### src/rtl/btn_pkg.sv
// rtl/btn_pkg.sv - shared constants, mode type and width helper for the button conditioner
package btn_pkg;

  localparam int BTN_A   = 0;
  localparam int BTN_B   = 1;
  localparam int BTN_P   = 2;
  localparam int NUM_BTN = 3;

  localparam int DEF_TICK_DIV   = 50000;
  localparam int DEF_STABLE_CNT = 4;
  localparam int DEF_LONG_TICKS = 2000;

  // Stop modes are mutually exclusive, so they are encoded as one state rather than two flags
  typedef enum logic [1:0] {
    MODE_IDLE  = 2'd0,
    MODE_STOPA = 2'd1,
    MODE_STOPB = 2'd2
  } stop_mode_t;

  // Bits needed to hold a counter value of 0..max_val
  function automatic int cnt_width(input int max_val);
    return (max_val < 2) ? 1 : $clog2(max_val + 1);
  endfunction

endpackage

### src/rtl/btn_debounce.sv
// rtl/btn_debounce.sv - per-button synchroniser, tick-sampled debouncer and rise detect
module btn_debounce
  import btn_pkg::*;
#(
  parameter int STABLE_CNT = DEF_STABLE_CNT
) (
  input  logic clk,
  input  logic rst,
  input  logic tick,
  input  logic raw,
  output logic level,
  output logic rise
);

  localparam int SW = cnt_width(STABLE_CNT);
  localparam logic [SW-1:0] STABLE_LAST = SW'(STABLE_CNT - 1);

  logic          sync_meta;
  logic          sync_out;
  logic [SW-1:0] stable_cnt;
  logic          level_d;

  // Synchronise the raw input, then accept a new level only after it disagrees on STABLE_CNT consecutive ticks
  always_ff @(posedge clk) begin
    if (rst) begin
      sync_meta  <= 1'b0;
      sync_out   <= 1'b0;
      stable_cnt <= '0;
      level      <= 1'b0;
      level_d    <= 1'b0;
    end else begin
      sync_meta <= raw;
      sync_out  <= sync_meta;
      level_d   <= level;
      if (tick) begin
        if (sync_out != level) begin
          if (stable_cnt == STABLE_LAST) begin
            level      <= ~level;
            stable_cnt <= '0;
          end else begin
            stable_cnt <= stable_cnt + 1'b1;
          end
        end else begin
          stable_cnt <= '0;
        end
      end
    end
  end

  // High for the one cycle after the debounced level rises; the top registers it as the press pulse
  assign rise = level & ~level_d;

endmodule

### src/rtl/btn_condition.sv
// rtl/btn_condition.sv - button conditioner top: tick divider, debouncers, stop/pause mode logic (optional BTN_LONGPRESS_EN)
module btn_condition
  import btn_pkg::*;
#(
  parameter int TICK_DIV   = DEF_TICK_DIV,
  parameter int STABLE_CNT = DEF_STABLE_CNT,
  parameter int LONG_TICKS = DEF_LONG_TICKS
) (
  input  logic       clk,
  input  logic       rst,
  input  logic       btn_stopa,
  input  logic       btn_stopb,
  input  logic       btn_pause,
  output logic       stopa,
  output logic       stopb,
  output logic       pause,
  output logic [2:0] press
);

  localparam int TW = cnt_width(TICK_DIV - 1);
  localparam logic [TW-1:0] TICK_LAST = TW'(TICK_DIV - 1);

  logic [TW-1:0]      tick_cnt;
  logic               tick;
  logic [NUM_BTN-1:0] raw;
  logic [NUM_BTN-1:0] level;
  logic [NUM_BTN-1:0] rise;
  logic               long_fire;
  logic               unused_level;
  stop_mode_t         mode;
  stop_mode_t         mode_next;
  logic               pause_next;

  // Free-running debounce sample divider
  always_ff @(posedge clk) begin
    if (rst) begin
      tick_cnt <= '0;
    end else if (tick) begin
      tick_cnt <= '0;
    end else begin
      tick_cnt <= tick_cnt + 1'b1;
    end
  end

  assign tick = (tick_cnt == TICK_LAST);

  assign raw[BTN_A] = btn_stopa;
  assign raw[BTN_B] = btn_stopb;
  assign raw[BTN_P] = btn_pause;

  for (genvar i = 0; i < NUM_BTN; i++) begin : g_btn
    btn_debounce #(
      .STABLE_CNT(STABLE_CNT)
    ) u_debounce (
      .clk  (clk),
      .rst  (rst),
      .tick (tick),
      .raw  (raw[i]),
      .level(level[i]),
      .rise (rise[i])
    );
  end

`ifdef BTN_LONGPRESS_EN
  localparam int LW = cnt_width(LONG_TICKS);
  localparam logic [LW-1:0] LONG_LAST = LW'(LONG_TICKS);

  logic [1:0] long_hit;

  for (genvar i = 0; i < 2; i++) begin : g_hold
    logic [LW-1:0] hold_cnt;
    logic          hold_seen;

    // Count ticks while the stop button stays down; hold_seen limits the forced release to once per hold
    always_ff @(posedge clk) begin
      if (rst || !level[i]) begin
        hold_cnt  <= '0;
        hold_seen <= 1'b0;
      end else begin
        if (tick && (hold_cnt != LONG_LAST)) begin
          hold_cnt <= hold_cnt + 1'b1;
        end
        hold_seen <= (hold_cnt == LONG_LAST);
      end
    end

    assign long_hit[i] = (hold_cnt == LONG_LAST) && !hold_seen;
  end

  assign long_fire = |long_hit;
`else
  // Without long-press support a held button is just one press
  localparam int unused_long_ticks = LONG_TICKS;
  assign long_fire = 1'b0;
`endif

  // Only the rise pulses drive the modes; the levels are consumed solely by the hold counters
  assign unused_level = ^level;

  // Mode, pause and press registers
  always_ff @(posedge clk) begin
    if (rst) begin
      mode  <= MODE_IDLE;
      pause <= 1'b0;
      press <= 3'b000;
    end else begin
      mode  <= mode_next;
      pause <= pause_next;
      press <= rise;
    end
  end

  // Next mode from this cycle's rise pulses; simultaneous A and B presses cancel out
  always_comb begin
    mode_next  = mode;
    pause_next = pause;
    if (long_fire) begin
      mode_next  = MODE_IDLE;
      pause_next = 1'b0;
    end else begin
      case ({rise[BTN_B], rise[BTN_A]})
        2'b01:   mode_next = (mode == MODE_STOPA) ? MODE_IDLE : MODE_STOPA;
        2'b10:   mode_next = (mode == MODE_STOPB) ? MODE_IDLE : MODE_STOPB;
        default: mode_next = mode;
      endcase
      if (rise[BTN_P]) begin
        pause_next = ~pause;
      end
    end
  end

  assign stopa = (mode == MODE_STOPA);
  assign stopb = (mode == MODE_STOPB);

endmodule
### config.mk
export PLATFORM = sky130hd
export DESIGN_NAME = btn_condition
export DESIGN_NICKNAME = d
export VERILOG_FILES = /design/src/rtl/btn_pkg.sv /design/src/rtl/btn_debounce.sv /design/src/rtl/btn_condition.sv
export SDC_FILE = /design/constraint.sdc
export NUM_CORES = 1
export LEC_CHECK = 0
export CAP_MARGIN = 0
export CORE_MARGIN = 8
export CORE_UTILIZATION = 60
export CTS_CLUSTER_SIZE = 28
export DETAILED_ROUTE_END_ITERATION = 10
export HOLD_SLACK_MARGIN = 0.08
export PLACE_DENSITY = 0.81
export SLEW_MARGIN = 20
export SYNTH_ARGS = -nofsm -noshare
export SYNTH_HDL_FRONTEND = slang
export SYNTH_SLANG_ARGS = --single-unit
export TNS_END_PERCENT = 1
### constraint.sdc
create_clock -name clk -period 4.65 [get_ports clk]
set_input_delay 0.93 -clock clk [delete_from_list [all_inputs] [get_ports clk]]
set_output_delay 0.93 -clock clk [all_outputs]
set_load 0.01 [all_outputs]
* Yosys cells after proc, flatten, opt, wreduce, memory -nomap -nowiden *
Cells that the tools add are included.

word-level totals
  memories kept = 0
  bits in registers = 43
  memory bits (read-only) = 0
  latch bits = 0
  bits in writable memories = 0
  logic and storage cells = 58

operators by class
  multipliers = 0
  bitwise gates (word level) = 10
  order comparisons = 0
  $add $sub $neg = 4
  shift operators = 0
  divide/modulo/power cells = 0
  multiplexer cells = 9
  reductions and logical operators = 5
  equality and inequality tests = 11

operators with widths
  kind                     count
  $mux W3                  6
  $add A16 B1 Y16 const B  1
  $eq A16 B16 Y1 const B   1
  $add A3 B1 Y3 const B    3
  $eq A3 B2 Y1 const B     3
  $reduce_and A3 Y1        3
  $not A1 Y1               7
  $eq A2 B1 Y1 const B     2
  $eq A2 B2 Y1 const B     2
  $pmux W2 S2              1
  $and A1 B1 Y1            3
  $ne A1 B1 Y1             3
  $mux W2                  1
  $reduce_bool A2 Y1       1
  $reduce_or A2 Y1         1
  $mux W1                  1

* Logic depth before layout (Yosys ltp) *
  word-level depth = 4
  depth in mapped cells = 7
  gate-level depth less buffers = 5

* By module *
A second synthesis with hierarchy kept.

second synthesis, totals
  cells, all modules = 171
  area, all modules = 1766.7 um^2

by module, submodules not included
  module         cells an instance  area each (um^2)  instances
  btn_condition  102                967.2             1
  btn_debounce   23                 266.5             3

* Worst setup path before layout *
OpenSTA, ideal clock, no wires.

  kind = register to register
  start = register tick_cnt[7]
  end = register g_btn[2].u_debounce.level
  data required time = 4534 ps
  arrival = 1665 ps
  stages on the path, launching flop included = 6
  clock period less this slack = 1781 ps
  path slack = 2869 ps
  path buffers = 1
  path through = dfxtp_1 > or4b_4 > nor4_4 > buf_6 > a21oi_1 > a41o_1

between the ends
  cells in the longest elaborated chain, start to end = 2

RTL lines
  what                                line                 RTL
  start, declared                     btn_condition.sv:23  logic [TW-1:0] tick_cnt;
  start signal, assigned              btn_condition.sv:41  tick_cnt <= tick_cnt + 1'b1;
  $eq A16 B16 Y1                      btn_condition.sv:45  assign tick = (tick_cnt == TICK_LAST);
  $reduce_and A3 Y1 (no source line)  n/a
  end signal, assigned                btn_debounce.sv:38   level <= ~level;
  end, declared                       btn_debounce.sv:11   output logic level,

No other way between the ends.
A chain may end at the register's enable or synchronous reset.

* Final worst setup path *
  start = register tick_cnt[7]
  end = register tick_cnt[2]

between the ends
  cells in the longest elaborated chain, start to end = 2

RTL lines
  what                               line
  $eq A16 B16 Y1                     btn_condition.sv:45
  $reduce_or A2 Y1 (no source line)  n/a

No other way between the ends.

==> reports/results.txt <==
Max-cap check violation count = 0
Starting Density = 63.52%
Tightest Hold Check Type = reg -> reg
Crit path capture type = register
Post-route setup slack = 2.203 ns
RePlAce Congestion = 0.7532
Post-synthesis async set-or-reset flop share = 0%
Power, Total = 0.0006352 W
DR pass1 iterations = 4
Setup Buffers After CTS = 0
IO Port Bufs = 10
Fin. Hold Viols = 0
Wire per inst = 12.90 um
Sw Pwr = 0.0001272 W
Status = finished clean
CP top delay family = simple AND/OR/NAND/NOR gates
Drt via density = 5.544
Hold buffer count at CTS = 0
Crit Path Category = reg -> reg
Warnings, synthesis = 0
Final #Nets = 204
Post-synth cell types = 33
Final Cycle Share = 52.63%
Diode count = 0
Post-CTS sizing = 0
CTS max path bufs = 2
CTS tree = built
Drc violations = 0
Final HPWL DP = 2153 um
Pwr per Cell Area = 328.1 nW/um^2
Startpoint Class = register
Cells after synthesis = 183
Sw Ratio = 20.02%
Commonest cells post-synth = dfxtp_1 (43), nor2_1 (27), nor2b_1 (17)
Combinational share of power = 2.7%
Top-count cell post-synth = dfxtp_1
DR iter-0 viols = 46
Vias after detailed routing = 1,253
Slew Viols, Final = 0
Most area-hungry cell type in the Yosys netlist = dfxtp_1
Io pins = 11
H-tree depth = 2
Root buf cell = clkbuf_4
TritonCTS Buffers = 5
Mapped Area = 1752 sq um
Reg clk slew, reported paths = 0.13 ns
Syn nets = 193
CP max FO = 17
Die Y = 70.03 um
Critical path arrival = 2.67 ns
Layout cells sized above 1 = 6.154%
Synth top area cells = dfxtp_1 (49%), nor2b_1 (6.1%), nor2_1 (5.8%), xnor2_1 (5.5%), ha_1 (3.6%)
GRT Total Usage = 12.65%
Clock Sinks = 43
RSZ-0062 raised after global routing = no
Largest net degree at the start of global routing = 22
Endpoints failing setup = 0
Static leakage = 0.7503 nW
Initial antenna violation count = 0
Maximum VDD drop = 0.0002528 V
Buf/Inv on CP = 0
Post-Route WL = 2915 um
Fmax = 0.4086 GHz
Required time worst endpoint = 4.87 ns
Row count = 19
Gr ovfl total = 0
Clk_skew = 0.01540 ns
Setup TNS Final = 0 ns
Post-synth EDFFs = 0
Internal power = 0.0005080 W
Slew margin rel. = 44.25%
Reg power frac = 59.1%
Vias in the first global route = 1,283
Worst slew pin tran = 0.8300 ns
Avg Cell Area, Syn = 9.572 sq um
Share of the synthesized area in the top cell type = 49.14%
Ys flop type = dfxtp_1
Full die area = 4904 sq um
Crit-path cells = or4b_4 > nor4_4 > or2_1 > nor2_1
Crit-path slowest cell = nor4_4
Remaining antenna violation count after routing = 0
Placement Setup Slack = 1.967 ns
Die W = 70.03 um
Fillers = 220
P&R area growth vs syn = 10.50%
Fin crit period = 2.447 ns
Clock Latency Late Sink = 0.35 ns
Clock share of power = 38.2%
Max incr delay on CP = 0.75 ns
Yosys reg bits = 43
Register area share after synthesis = 49.14%
Core area = 2758 sq um
First-pass GRT wire length = 5175 um
## worst register-to-register path, stage by stage (launching register included)
cell and delay [ns]:
dfxtp_1 0.37, or4b_4 0.56, nor4_4 0.75, or2_1 0.54, nor2_1 0.10
## kinds of logic (layout without fill, tap and decap cells)
| family | after synthesis | after routing | synth area share [%] |
|---|---|---|---|
| and+or+nand+nor | 91 | 91 | 28.71 |
| DFF | 43 | 43 | 49.14 |
| AOI/OAI and AO/OA | 12 | 12 | 3.857 |
| adders and majority gates | 5 | 5 | 3.571 |
| xor gates and xnor gates | 17 | 17 | 8.500 |
| buffers and inverters | 10 | 22 | 3.214 |
| muxes | 5 | 5 | 3.000 |
## layout by cell type (no fill, tap or decap), types with 3 or more instances in the layout
master	count
nand3_1	8
clkdlybuf4s50_1	10
a21oi_1	6
dfxtp_1	43
nor3_1	6
clkbuf_4	5
nand4_1	3
o21ai_0	4
ha_1	5
nor2_1	27
nor2b_1	17
mux2i_1	3
xor2_1	6
xnor2_1	11
inv_1	4
and3_1	4
nand2_1	9
nand2b_1	5
## final timing paths
kind / startpoint / depth (start not counted) / slack, ns / end
worst max-delay path: tick_cnt[7] / 4 / 2.20 / tick_cnt[2]
worst min-delay path: g_btn[2].u_debounce.level_d / 1 / 0.44 / press[2]
worst max register to register: tick_cnt[7] / 4 / 2.20 / tick_cnt[2]
worst min register to register: g_btn[2].u_debounce.level_d / 1 / 0.44 / press[2]
## per-stage QoR
step	hold WS, ns	instance area [sq um]	instances	utilization (%)
6_report	0.4369	1936	226	70.19
5_1_grt	0.4650	1936	226	70.19
4_1_cts	0.4378	1936	226	70.19
3_5_place_dp	0.4197	1849	218	67.06
3_3_place_gp	0.4153	1849	218	67.06
2_1_floorplan	0.3932	1752	183	-
## power groups by stage
stage                     clock [W]  combinational (W)  sequential (W)
after global placement            0          0.0000160        0.000384
final                      0.000242          0.0000170        0.000376
after global routing       0.000266          0.0000194        0.000377
after CTS                  0.000250          0.0000175        0.000376
after floorplan                   0          0.0000131        0.000383
after detailed placement          0          0.0000175        0.000384
## registers in the layout, summed over array words and instances (netlist names)
| signal | count |
|---|---|
| tick_cnt | 16 |
| g_btn.u_debounce.stable_cnt | 9 |
| press | 3 |
| g_btn.u_debounce.sync_out | 3 |
| mode | 2 |
| g_btn.u_debounce.level | 3 |
| pause | 1 |
| g_btn.u_debounce.level_d | 3 |
| g_btn.u_debounce.sync_meta | 3 |
## metal layers
layer	up-vias	wire [um]	track usage [%]
met5	-	0	0
met4	0	20	6.250
met1	601	1224	12.09
met3	2	98	4.379
met2	13	1572	23.35
li1	637	-	-
## final cells by class
type | instances | area, sq um | area share (%)
tap | 31 | 38.79 | 2.004
sequential | 43 | 860.8 | 44.47
inverter | 4 | 15.01 | 0.7757
timing repair buffer | 10 | 100.1 | 5.171
clock buffer | 6 | 51.30 | 2.650
multi-input combinational | 130 | 834.6 | 43.12
clock inverter | 2 | 35.03 | 1.810
No activity file was read; power rests on OpenSTA's default activity.
==> patch: new RTL, config.mk and constraints unchanged <==
The option `BTN_LONGPRESS_EN` is turned on by a define.
--- a/src/rtl/btn_condition.sv
+++ b/src/rtl/btn_condition.sv
@@ -1,4 +1,6 @@
 // rtl/btn_condition.sv - button conditioner top: tick divider, debouncers, stop/pause mode logic (optional BTN_LONGPRESS_EN)
+`define BTN_LONGPRESS_EN
+
 module btn_condition
   import btn_pkg::*;
 #(
Behaviour: same outputs for any inputs over 10 cycles, from zero or initial values and one cycle with rst high; that may be too few to reach the edited logic, so the function may still have changed.
==> patch against the unedited design <==
Maximum frequency is 11% lower. Sequential power is 55% higher. Combinational power fell by 10%. Power increased by 72%. Setup slack got worse by 0.31 ns. Global-route usage rose by 2.8 points. Routed wire length rose by 79%. Core utilization fell by 1.4 points. Sequential share of layout area down 2.9 points. Design area increased by 67%. Die area is 49% higher. Area after synthesis rose by 66%. Sequential cell count rose by 24. Critical endpoint is now g_hold[0].hold_cnt[6]. Largest power group unchanged. Highest routed layer unchanged.
==> patch: results <==
metrics = {
    "detailed_routing": {
        "wl_mm": 5.230,
        "wl_met3_um": 237,
        "highest_layer": "met4",
        "wl_met2_mm": 2.374,
        "drtIter0Drc": 120,
        "wl_met1_mm": 2.522,
        "avgViaCountPerCell": 5.987,
        "dr.pass1.iters": 5,
    },
    "place": {
        "place_hpwl_mm": 3.529,
        "portBuffers": 10,
        "placedCellCount": 373,
        "gp_congestion": 0.8182,
        "place_ws_ns": 1.559,
    },
    "power_and_ir_drop": {
        "p_sw_mw": 0.2140,
        "comb_power_mw": 0.0153,
        "leakagePower_nw": 1.126,
        "seq_cell_power_mw": 0.582,
        "ir_drop_mv": 0.3672,
    },
    "synth": {
        "netlist_instances": 321,
        "async_flop_share_pct": 0,
        "ys_top_cells_by_count": "dfxtp_1, nor2_1, a21oi_1",
        "synthTopCellsByArea": "dfxtp_1, xnor2_1, a21oi_1, ha_1, nor2_1",
        "ys_seq_area_share_pct": 46.13,
        "ys_types": 42,
        "synthFlopType": "dfxtp_1",
    },
    "sta": {
        "holdWs_ns": 0.4375,
        "tightest_slew_ns": 0.9274,
        "finClkSkew_ns": 0.008136,
    },
    "layout": {
        "fin_cells": 389,
        "top_regs": "g_hold.hold_cnt: 22 flops, tick_cnt: 16 flops, g_btn.u_debounce.stable_cnt: 9 flops",
        "nets": 344,
        "drive_gt1_share_pct": 5.970,
        "top_register": "g_hold.hold_cnt",
        "final.fill_count": 356,
    },
    "clock_tree": {
        "cts_resized": 0,
        "clkLatencyLatePin_ns": 0.34,
        "root_buffer": "clkbuf_8",
        "cts.clk_slew.worst_paths_ns": 0.07,
        "cts_made_buffers": 9,
        "clk_path_buf_depth": 2,
        "htree_levels": 3,
        "cts_setup_buffers": 0,
    },
    "global_routing": {
        "gr-usage-met3_pct": 5.635,
        "first_global_vias": 2116,
        "use_met2_pct": 25.60,
        "grt_max_degree": 42,
        "grt_usage_pct": 15.42,
        "use_met1_pct": 17.43,
        "grt_pass1_wl_mm": 9.170,
    },
    "worst_hold_path": {
        "hold-path-cell-count": 1,
        "min_to": "press[2]",
    },
    "critical_path": {
        "r2r-end": "tick_cnt[8]",
        "regToRegStartpoint": "tick_cnt[0]",
        "reg2reg_depth": 5,
        "crit_fanout": 17,
        "reg2reg_slack_ns": 1.95,
        "crit_arrival_ns": 3.00,
    },
    "outcome": {
        "outcome": "finished, final reports clean",
    },
}
[patch: cell types whose count changed in the layout (fill, tap and decap cells not counted), moves of 4 or more]
cell,delta
nand3_1,+9
inv_1,+9
nand4_1,+6
a21oi_1,+20
o31ai_1,+8
ha_1,+4
o21ai_0,+6
nand2_1,+13
or4_1,+11
clkbuf_8,+11
clkbuf_4,-5
dfxtp_1,+24
xor2_1,-5
xnor2_1,+6
[patch: cell families after synthesis]
family	synth area share (%)
mux	0.3442
fa+ha+maj	3.873
flops	46.13
xor+xnor	5.422
simple gates	27.71
compound gates	13.04
buf+inv	3.485
[patch: stage by stage]
stage          power, mW  util [%]  area, um^2
3_5_place_dp      0.6099     64.43        3023
3_3_place_gp      0.6094     64.43        3023
5_1_grt            1.129     68.83        3229
2_1_floorplan     0.6034         -        2908
4_1_cts            1.103     68.83        3229
6_report           1.092     68.83        3229
[patch: worst max-delay path by stage]
stage / startpoint / end / slack, ns / depth (start not counted)
floorplan: tick_cnt[0] / g_hold[0].hold_cnt[5] / 2.85 / 6
global placement: rst / g_hold[0].hold_cnt[6] / 1.60 / 7
detailed placement: rst / g_hold[0].hold_cnt[6] / 1.56 / 7
CTS: tick_cnt[0] / tick_cnt[8] / 1.92 / 5
global route: tick_cnt[0] / tick_cnt[15] / 1.63 / 5
finish: rst / g_hold[0].hold_cnt[6] / 1.89 / 7
[patch: cell type report]
class	count	area, um^2	share of cell area (%)
tap	54	67.56	2.092
clock inverter	1	30.03	0.9299
multi-input combinational	229	1465	45.37
inverter	13	48.80	1.511
sequential	67	1341	41.53
timing repair buffer	10	100.1	3.100
clock buffer	15	176.4	5.463
[patch: critical path, stage by stage]
cell and delay [ns]:
clkdlybuf4s50_1 0.83, inv_1 0.25, nand2_1 0.39, inv_1 0.20, nand2_1 0.11, a31oi_1 0.04, a41o_1 0.24
